$ cat src/rtl/uart_pkg.sv
// Shared types for the framed UART receiver: FSM state encoding and parity_mode codes.
package uart_pkg;

  typedef enum logic [2:0] {
    IDLE,
    START,
    DATA,
    PARITY,
    STOP,
    WAIT_HIGH
  } rx_state_t;

  localparam logic [1:0] PAR_NONE = 2'd0;
  localparam logic [1:0] PAR_EVEN = 2'd1;
  localparam logic [1:0] PAR_ODD  = 2'd2;

  function automatic logic parity_used(input logic [1:0] mode);
    return (mode == PAR_EVEN) || (mode == PAR_ODD);
  endfunction

endpackage

$ cat src/rtl/baud_tick_gen.sv
// Oversample tick generator: one-cycle tick every CLK_FREQ/(BAUD*OVERSAMPLING) clocks (rounded).
module baud_tick_gen #(
  parameter int CLK_FREQ     = 12000000,
  parameter int BAUD         = 115200,
  parameter int OVERSAMPLING = 8
) (
  input  logic clk,
  input  logic resetn,
  input  logic enable,
  output logic tick
);

  localparam int RATE    = BAUD * OVERSAMPLING;
  localparam int DIV_RAW = (CLK_FREQ + RATE / 2) / RATE;
  localparam int DIV     = (DIV_RAW < 1) ? 1 : DIV_RAW;
  localparam int CW      = $clog2(DIV + 1);

  logic [CW-1:0] cnt;

  always_ff @(posedge clk) begin
    if (!resetn) begin
      cnt  <= '0;
      tick <= 1'b0;
    end else begin
      tick <= 1'b0;
      if (enable) begin
        if (cnt == CW'(DIV - 1)) begin
          cnt  <= '0;
          tick <= 1'b1;
        end else begin
          cnt <= cnt + 1'b1;
        end
      end
    end
  end

endmodule

$ cat src/rtl/uart_rx_framed.sv
// Framed UART receiver with glitch filter, break/overrun detection and idle tracking.
// Define UART_RX_PARITY_EN to compile in the PARITY state and parity_err checking.
module uart_rx_framed
  import uart_pkg::*;
#(
  parameter int CLK_FREQ     = 12000000,
  parameter int BAUD         = 115200,
  parameter int OVERSAMPLING = 8,
  parameter int DATA_BITS    = 8,
  parameter int STOP_BITS    = 1
) (
  input  logic                 clk,
  input  logic                 resetn,
  input  logic                 rx,
  input  logic [1:0]           parity_mode,
  input  logic                 rx_ready,
  output logic                 rx_valid,
  output logic [DATA_BITS-1:0] rx_data,
  output logic                 parity_err,
  output logic                 frame_err,
  output logic                 overrun,
  output logic                 break_det,
  output logic                 rx_idle,
  output logic                 rx_eop
);

  localparam int OSW   = $clog2(OVERSAMPLING);
  localparam int BCW   = $clog2(DATA_BITS + 1);
  localparam int GAP_W = $clog2(4 * OVERSAMPLING) + 1;

  logic                 tick;
  logic [1:0]           sync;
  logic [1:0]           filt_cnt;
  logic [1:0]           filt_cnt_next;
  logic                 filt;
  logic                 filt_prev;
  rx_state_t            state;
  logic [OSW-1:0]       os_cnt;
  logic [BCW-1:0]       bit_cnt;
  logic [DATA_BITS-1:0] shreg;
  logic [1:0]           par_mode_q;
  logic                 all_low;
  logic                 ferr_q;
  logic [GAP_W-1:0]     gap;
  logic                 sample;
  logic                 stop_is_break;
  logic                 stop_ferr;

  baud_tick_gen #(
    .CLK_FREQ    (CLK_FREQ),
    .BAUD        (BAUD),
    .OVERSAMPLING(OVERSAMPLING)
  ) u_tick (
    .clk   (clk),
    .resetn(resetn),
    .enable(1'b1),
    .tick  (tick)
  );

`ifdef UART_RX_PARITY_EN
  logic perr_q;
  logic perr_hold;
  assign parity_err = perr_hold;
`else
  logic unused_parity_mode;
  assign unused_parity_mode = ^parity_mode;
  assign parity_err = 1'b0;
`endif

  // Start bit is checked half a bit in; every later bit one full bit after the previous sample.
  assign sample = tick && (os_cnt == ((state == START) ? OSW'(OVERSAMPLING / 2 - 1)
                                                       : OSW'(OVERSAMPLING - 1)));
  assign stop_is_break = all_low & ~filt;
  assign stop_ferr     = ferr_q | ~filt;
  assign rx_idle       = gap[GAP_W-1];

  always_comb begin
    filt_cnt_next = filt_cnt;
    if (sync[1] && filt_cnt != 2'b11)
      filt_cnt_next = filt_cnt + 2'd1;
    else if (!sync[1] && filt_cnt != 2'b00)
      filt_cnt_next = filt_cnt - 2'd1;
  end

  always_ff @(posedge clk) begin
    if (!resetn) begin
      sync      <= 2'b11;
      filt_cnt  <= 2'b11;
      filt      <= 1'b1;
      filt_prev <= 1'b1;
    end else begin
      sync      <= {sync[0], rx};
      filt_prev <= filt;
      if (tick) begin
        filt_cnt <= filt_cnt_next;
        if (filt_cnt_next == 2'b11)
          filt <= 1'b1;
        else if (filt_cnt_next == 2'b00)
          filt <= 1'b0;
      end
    end
  end

  // A falling filtered edge starts a frame, so a line left low by a bad stop bit cannot retrigger.
  always_ff @(posedge clk) begin
    if (!resetn) begin
      state      <= IDLE;
      os_cnt     <= '0;
      bit_cnt    <= '0;
      shreg      <= '0;
      par_mode_q <= PAR_NONE;
      all_low    <= 1'b0;
      ferr_q     <= 1'b0;
      gap        <= '1;
      rx_valid   <= 1'b0;
      rx_data    <= '0;
      frame_err  <= 1'b0;
      overrun    <= 1'b0;
      break_det  <= 1'b0;
      rx_eop     <= 1'b0;
`ifdef UART_RX_PARITY_EN
      perr_q     <= 1'b0;
      perr_hold  <= 1'b0;
`endif
    end else begin
      overrun   <= 1'b0;
      break_det <= 1'b0;
      rx_eop    <= 1'b0;
      if (rx_valid && rx_ready)
        rx_valid <= 1'b0;
      if (tick)
        os_cnt <= sample ? '0 : os_cnt + 1'b1;

      if (state == IDLE) begin
        if (tick && !(&gap)) begin
          gap <= gap + 1'b1;
          if (gap == {1'b0, {(GAP_W-1){1'b1}}})
            rx_eop <= 1'b1;
        end
      end else begin
        gap <= '0;
      end

      case (state)
        IDLE: begin
          if (filt_prev && !filt) begin
            state  <= START;
            os_cnt <= '0;
`ifdef UART_RX_PARITY_EN
            par_mode_q <= parity_mode;
`else
            par_mode_q <= PAR_NONE;
`endif
          end
        end
        START: begin
          if (sample) begin
            if (!filt) begin
              state   <= DATA;
              bit_cnt <= '0;
              all_low <= 1'b1;
              ferr_q  <= 1'b0;
`ifdef UART_RX_PARITY_EN
              perr_q  <= 1'b0;
`endif
            end else begin
              state <= IDLE;
            end
          end
        end
        DATA: begin
          if (sample) begin
            shreg   <= {filt, shreg[DATA_BITS-1:1]};
            all_low <= all_low & ~filt;
            if (bit_cnt == BCW'(DATA_BITS - 1)) begin
              bit_cnt <= '0;
              state   <= parity_used(par_mode_q) ? PARITY : STOP;
            end else begin
              bit_cnt <= bit_cnt + 1'b1;
            end
          end
        end
`ifdef UART_RX_PARITY_EN
        PARITY: begin
          if (sample) begin
            perr_q  <= filt ^ (^shreg) ^ (par_mode_q == PAR_ODD);
            all_low <= all_low & ~filt;
            state   <= STOP;
          end
        end
`endif
        STOP: begin
          if (sample) begin
            if (bit_cnt == BCW'(STOP_BITS - 1)) begin
              if (stop_is_break) begin
                break_det <= 1'b1;
                state     <= WAIT_HIGH;
              end else begin
                state <= IDLE;
                if (!rx_valid || rx_ready) begin
                  rx_valid  <= 1'b1;
                  rx_data   <= shreg;
                  frame_err <= stop_ferr;
`ifdef UART_RX_PARITY_EN
                  perr_hold <= perr_q;
`endif
                end else begin
                  overrun <= 1'b1;
                end
              end
            end else begin
              bit_cnt <= bit_cnt + 1'b1;
              ferr_q  <= stop_ferr;
              all_low <= stop_is_break;
            end
          end
        end
        WAIT_HIGH: begin
          if (filt)
            state <= IDLE;
        end
        default: state <= IDLE;
      endcase
    end
  end

endmodule
$ cat config.mk
export PLATFORM = sky130hd
export DESIGN_NAME = uart_rx_framed
export DESIGN_NICKNAME = d
export VERILOG_FILES = /design/src/rtl/uart_pkg.sv /design/src/rtl/baud_tick_gen.sv /design/src/rtl/uart_rx_framed.sv
export SDC_FILE = /design/constraint.sdc
export NUM_CORES = 1
export LEC_CHECK = 0
export CELL_PAD_IN_SITES_DETAIL_PLACEMENT = 1
export CELL_PAD_IN_SITES_GLOBAL_PLACEMENT = 1
export CORE_AREA = 2 2 81 83
export DETAILED_ROUTE_END_ITERATION = 8
export DIE_AREA = 0 0 83 85
export PLACE_DENSITY_LB_ADDON = 0.05
export REMOVE_ABC_BUFFERS = 1
export SYNTH_ARGS = -nofsm -noshare
export SYNTH_HDL_FRONTEND = slang
export SYNTH_SLANG_ARGS = --single-unit
export TNS_END_PERCENT = 5
$ cat constraint.sdc
create_clock -name clk -period 2.06 [get_ports clk]
set_input_delay 0.309 -clock clk [delete_from_list [all_inputs] [get_ports clk]]
set_output_delay 0.309 -clock clk [all_outputs]
set_load 0.02 [all_outputs]
==> run_results.csv, run 1 <==
group,metric,value,unit
logic_synthesis,synth_ff_type,"dfxtp_1",
logic_synthesis,ys_seq_area_share,43.0,%
clocking,cts_sinks,50,
clocking,cts_tree,"built",
finish,design_area,2790,um2
clocking,cts_buffer_depth,2,
worst_setup_path,start_kind,"flop",
timing,setup_viol,0,
logic_synthesis,ys_warn_count,0,
worst_setup_path,r2r-start,"state[0]",
logic_synthesis,async_reset_ff_share,0,%
clocking,htree_num_levels,2,
pwr,p_comb_share,7.6,%
route,wl_per_cell,14.8,um
timing,rsz0062_at_grt,"no",
worst_setup_path,startpoint,"state[0]",
clocking,root_buffer,"clkbuf_8",
route,vias,1942,
worst_setup_path,end_kind,"flop",
finish,layout-drive-gt1-share,11.2,%
timing,hold_ws,423,ps
job,drv_cap,0,
clocking,path_clk_slew,100,ps
route,first_pass_iters,4,
pwr,clkPwrFrac,39.4,%
route,ant_nets,0,
global_route,grt_pass1_wl,9060,um
timing,hold_violations,0,
timing,setup_tns,0,ps
timing,slew_viol_final,0,
clocking,cts_hold_buf,0,
worst_setup_path,crit_arrival,2180,ps
logic_synthesis,synth_area_leaders,"dfxtp_1 43%, mux2i_1 6.0%, o21ai_0 4.9%, ha_1 4.8%, a21oi_1 4.5%",
route,drtIter0Drc,82,
worst_setup_path,crit_path_max_fanout,10,
die,die_h,85,um
logic_synthesis,syn_avg_cell_area,9.02,um2
pwr,switchingPower,0.000447,W
logic_synthesis,synthDistinctLibCells,51,
route,drc,0,
route,drt-total-wl,5360,um
pwr,max-vdd-ir-drop,363,uV
worst_hold_path,holdCritStartpoint,"sync[0]",
die,core,6200,um2
pwr,switching_share,23.5,%
clocking,clk_latency,300,ps
logic_synthesis,syn_area,2330,um2
pwr,power,0.00190,W
logic_synthesis,ys_top_cells_by_count,"50 x dfxtp_1, 23 x o21ai_0, 21 x a21oi_1, 15 x nor2_1",
logic_synthesis,yosysMostFrequentCell,"dfxtp_1",
die,io_pins,21,
placement,portBuffers,17,
global_route,track_usage,15.9,%
placement,dp_hpwl,3920,um
placement,placed_cell_area,2660,um2
logic_synthesis,synth_edf_count,0,
clocking,cts_buffers,5,
worst_setup_path,cp.required,2300,ps
logic_synthesis,ys_seq_elements,50,
worst_setup_path,path_class,"reg2reg",
global_route,grt_max_degree,17,
die,fp-row-count,29,
status,status,"completed",
route,vias_per_cell,5.35,
placement,dp_slack,143,ps
logic_synthesis,yosys.area.top_type_share,43.0,%
logic_synthesis,postSynthCellCount,258,
timing,fmaxAchievable,0.517,GHz
timing,layout_min_cycle_time,1930,ps
pwr,pwr_density_cell,681,nW/um2
global_route,grt-ovfl-total,0,
timing,finClkSkew,8.20,ps
global_route,grt_pass1_vias,1881,
die,die_w,83,um
die,die-area,7060,um2
worst_hold_path,hold_class,"reg2reg",
global_route,grt_antenna_before_repair,0,
finish,area_growth,19.7,%
placement,gp_congestion,0.750,
finish,nets,300,
pwr,internal_power,0.00145,W
timing,min_period_over_period,93.9,%
logic_synthesis,yosys.area.top_type,"dfxtp_1",
finish,antennaDiodeCount,0,
pwr,p_seq_share,53.0,%
timing,worst_slack,126,ps
pwr,p_leak,1.04,nW
die,start_util,37.5,%
-- worst paths after layout --
| check | endpoint | slack [ps] | cells past startpoint |
|---|---|---|---|
| worst max-delay path | bit_cnt[0] | 130 | 5 |
| worst min register to register | sync[1] | 420 | 1 |
| worst min-delay path | sync[1] | 420 | 1 |
| worst max register to register | bit_cnt[0] | 130 | 5 |
-- critical path, cell delays in order, from the launching register on --
cell	delay, ps
dfxtp_1	370
buf_4	170
or3b_4	410
o211a_2	320
or4b_1	470
a21oi_1	130
-- cells in the final DEF, fill, tap and decap left out, types with 4 or more instances in the layout --
master	count
o21ai_0	23
inv_1	9
nand3_1	14
clkbuf_8	6
clkdlybuf4s50_1	17
xor2_1	4
dfxtp_1	50
mux2i_1	14
nand2b_1	11
nor2_1	15
buf_4	19
a21oi_1	21
nand2_1	9
ha_1	9
and3_1	5
nand3b_1	4
nor3_1	5
-- layout make-up --
type                       count  area [um2]
multi-input combinational    182        1220
timing repair buffer          36         313
clock inverter                 2        38.8
tap                           77        96.3
fill                         724        3420
sequential                    50        1000
inverter                      10        37.5
clock buffer                   6        82.6
-- what timing repair did --
action                     in CTS  in global routing
setup endpoints to repair       0                  1
resized for setup               0                  1
setup buffers                   0                  0
-- registers in the layout, summed over array words and instances, names as in the netlist, 2 cells and up --
register    cells
u_tick.cnt      4
state           3
os_cnt          3
bit_cnt         4
filt_cnt        2
sync            2
rx_data         8
gap             6
shreg           8
-- cell families (layout without fill, tap and decap cells) --
kind of cell               Yosys count  count (layout)  synth area share [%]
AOI/OAI and AO/OA                   64              64                  16.1
DFF                                 50              50                  43.0
xor gates and xnor gates             5               5                  1.88
buffers and inverters               26              54                  4.95
and+or+nand+nor                     88              88                  22.6
other                                1               1                 0.161
muxes                               15              15                  6.51
adders and majority gates            9               9                  4.84
-- layer usage --
metal	share of wire (%)	track usage, %	vias up	routed length [um]
met2	45	24.9	14	2390
met1	52	21.7	947	2810
met4	1.2	6.56	0	65
met5	0	0	-	0
li1	-	-	977	-
met3	1.7	2.72	4	91
-- per-stage QoR --
step	util, %	std cells
finish	44.9	363
global route	44.9	363
CTS	44.8	363
detailed placement	42.9	355
global placement	42.9	355
floorplan	-	242
-- power by group through the flow --
stage               Clock (W)  Combinational, W  Sequential (W)
finish               0.000748          0.000144         0.00101
global route         0.000821          0.000160         0.00101
CTS                  0.000776          0.000145         0.00101
detailed placement          0          0.000144         0.00103
global placement            0          0.000142         0.00103
floorplan                   0         0.0000794         0.00103
Note: power is estimated with default switching activity, not from simulation.
==> run 2: changes to the inputs <==
--- a/config.mk
+++ b/config.mk
@@ -7,9 +7,9 @@
 export LEC_CHECK = 0
 export CELL_PAD_IN_SITES_DETAIL_PLACEMENT = 1
 export CELL_PAD_IN_SITES_GLOBAL_PLACEMENT = 1
-export CORE_AREA = 2 2 81 83
+export CORE_AREA = 2 2 77 79
 export DETAILED_ROUTE_END_ITERATION = 8
-export DIE_AREA = 0 0 83 85
+export DIE_AREA = 0 0 79 81
 export PLACE_DENSITY_LB_ADDON = 0.05
 export REMOVE_ABC_BUFFERS = 1
 export SYNTH_ARGS = -nofsm -noshare
==> constraint.sdc (replaced) <==
create_clock -name clk -period 2.2 [get_ports clk]
set_input_delay 0.33 -clock clk [delete_from_list [all_inputs] [get_ports clk]]
set_output_delay 0.33 -clock clk [all_outputs]
set_load 0.02 [all_outputs]
==> run 2 against run 1 <==
Power is 13% lower; register-to-register slack better by 96 ps; sequential cell count did not move; critical path depth is 1 lower; sequential power shrank 7%; die area down 9.3%; combinational power shrank 8%; wire length is 2.7% lower; clock skew is essentially flat; via count decreased by 1.5%; first-iteration DRC count is 27% lower; highest routed layer unchanged.
==> run_results.csv, run 2 (synthesized netlist as in run 1, its figures left out) <==
group,metric,value,unit
worst_setup_path,start_kind,"flop",
worst_hold_path,hold_class,"reg2reg",
clocking,cts_hold_buf,0,
pwr,max-vdd-ir-drop,390,uV
timing,finClkSkew,7.71,ps
worst_setup_path,cp.required,2450,ps
clocking,post_cts_resized,0,
worst_setup_path,crit_path_max_fanout,12,
pwr,internal_power,0.00122,W
global_route,grt_pass1_vias,1813,
worst_setup_path,end_kind,"flop",
clocking,cts_sinks,50,
worst_hold_path,holdCritStartpoint,"sync[0]",
route,wl_per_cell,14.6,um
pwr,p_comb_share,8.0,%
die,die_h,81,um
pwr,switching_share,26.4,%
job,drv_cap,0,
die,die-area,6400,um2
finish,nets,295,
pwr,switchingPower,0.000437,W
pwr,p_leak,0.999,nW
pwr,power,0.00165,W
finish,layout_common_cells,"50 x dfxtp_1, 23 x o21ai_0, 21 x a21oi_1, 17 x clkdlybuf4s50_1, 15 x nor2_1",
global_route,grt_max_degree,24,
global_route,grt-ovfl-total,0,
pwr,pwr_density_cell,610,nW/um2
worst_setup_path,r2r-start,"state[1]",
die,die_w,79,um
clocking,path_clk_slew,100,ps
route,drc,0,
worst_setup_path,cp_slowest_stage_delay,520,ps
route,vias,1913,
clocking,cts_buffer_depth,2,
clocking,cts_buffers,5,
worst_setup_path,cp_slowest_cell,"or4b_1",
timing,slew_headroom,59.0,%
clocking,clk_latency,310,ps
die,fp-row-count,28,
finish,area_growth,16.6,%
die,io_pins,21,
placement,dp_hpwl,3800,um
finish,antennaDiodeCount,0,
timing,slew_viol_final,0,
timing,rsz0062_at_grt,"no",
pwr,clkPwrFrac,35.1,%
global_route,grt_antenna_before_repair,0,
route,first_pass_iters,4,
timing,min_period_over_period,89.9,%
timing,setup_tns,0,ps
timing,worst_pin_slew,614,ps
placement,gp_congestion,0.716,
clocking,cts_tree,"built",
finish,layout-drive-gt1-share,9.25,%
global_route,track_usage,17.3,%
route,vias_per_cell,5.37,
global_route,grt_pass1_wl,8670,um
clocking,root_buffer,"clkbuf_8",
die,core,5680,um2
timing,fmaxAchievable,0.506,GHz
worst_setup_path,crit_chain,"nor3b_1 > mux2_2 > or4b_1 > a21oi_1",
pwr,p_seq_share,56.9,%
placement,portBuffers,17,
worst_setup_path,crit_arrival,2230,ps
die,start_util,41.0,%
finish,reg.largest.list,"rx_data (8), shreg (8), gap (6)",
worst_setup_path,startpoint,"state[1]",
route,drtIter0Drc,60,
route,ant_nets,0,
timing,setup_viol,0,
route,drt-total-wl,5210,um
clocking,post-cts-setup-buffers,0,
timing,layout_min_cycle_time,1980,ps
finish,layout_commonest_cell,"dfxtp_1",
status,status,"completed",
worst_setup_path,path_class,"reg2reg",
clocking,htree_num_levels,2,
timing,hold_violations,0,
## run 2: changes by cell type in the layout (fill, tap and decap cells not counted), sizes merged
cell,change
bufinv,-1
buf,-5
inv,+2
clkbuf,-1
## run 2: worst max-delay path, delay by kind of cell (launching register included)
family	cells	cell delay [ps]
and+or+nand+nor	2	880
muxes	1	490
DFF	1	410
AOI/OAI and AO/OA	1	140
## run 2: per-layer routing
metal	wire length (um)	track usage (%)	part of all wire, %	up-vias
li1	-	-	-	967
met1	2560	23.0	49	929
met2	2510	28.3	48	13
met3	90	3.00	1.7	4
met4	57	6.21	1.1	0
met5	0	0	0	-
## run 2: stage by stage
stage	hold WS (ps)	instances	setup slack (ps)	util, %	instance area (um2)
6_report	419	356	222	47.8	2710
5_1_grt	433	356	122	47.8	2710
4_1_cts	424	356	185	47.8	2710
3_5_place_dp	398	348	207	46.1	2620
3_3_place_gp	388	348	271	46.1	2620
2_1_floorplan	386	242	171	-	2250
## run 2: area by class of cell
class	count	area (um2)
Sequential cell	50	1000
Clock inverter	3	26.3
Tap cell	75	93.8
Multi-Input combinational cell	182	1210
Timing Repair Buffer	31	275
Fill cell	696	2960
Inverter	10	37.5
Clock buffer	5	68.8
## run 2: path summary, 6_finish.rpt
kind	slack, ps	cells after the start	to
worst max register to register	220	4	bit_cnt[0]
worst max-delay path	220	4	bit_cnt[0]
worst min-delay path	420	1	sync[1]
worst min register to register	420	1	sync[1]
## run 2: power groups by stage
stage               clock, W  combinational [W]  sequential (W)
floorplan                  0          0.0000743        0.000965
detailed placement         0           0.000133        0.000963
CTS                 0.000612           0.000133        0.000942
global placement           0           0.000130        0.000961
global route        0.000648           0.000145        0.000946
finish              0.000581           0.000132        0.000942
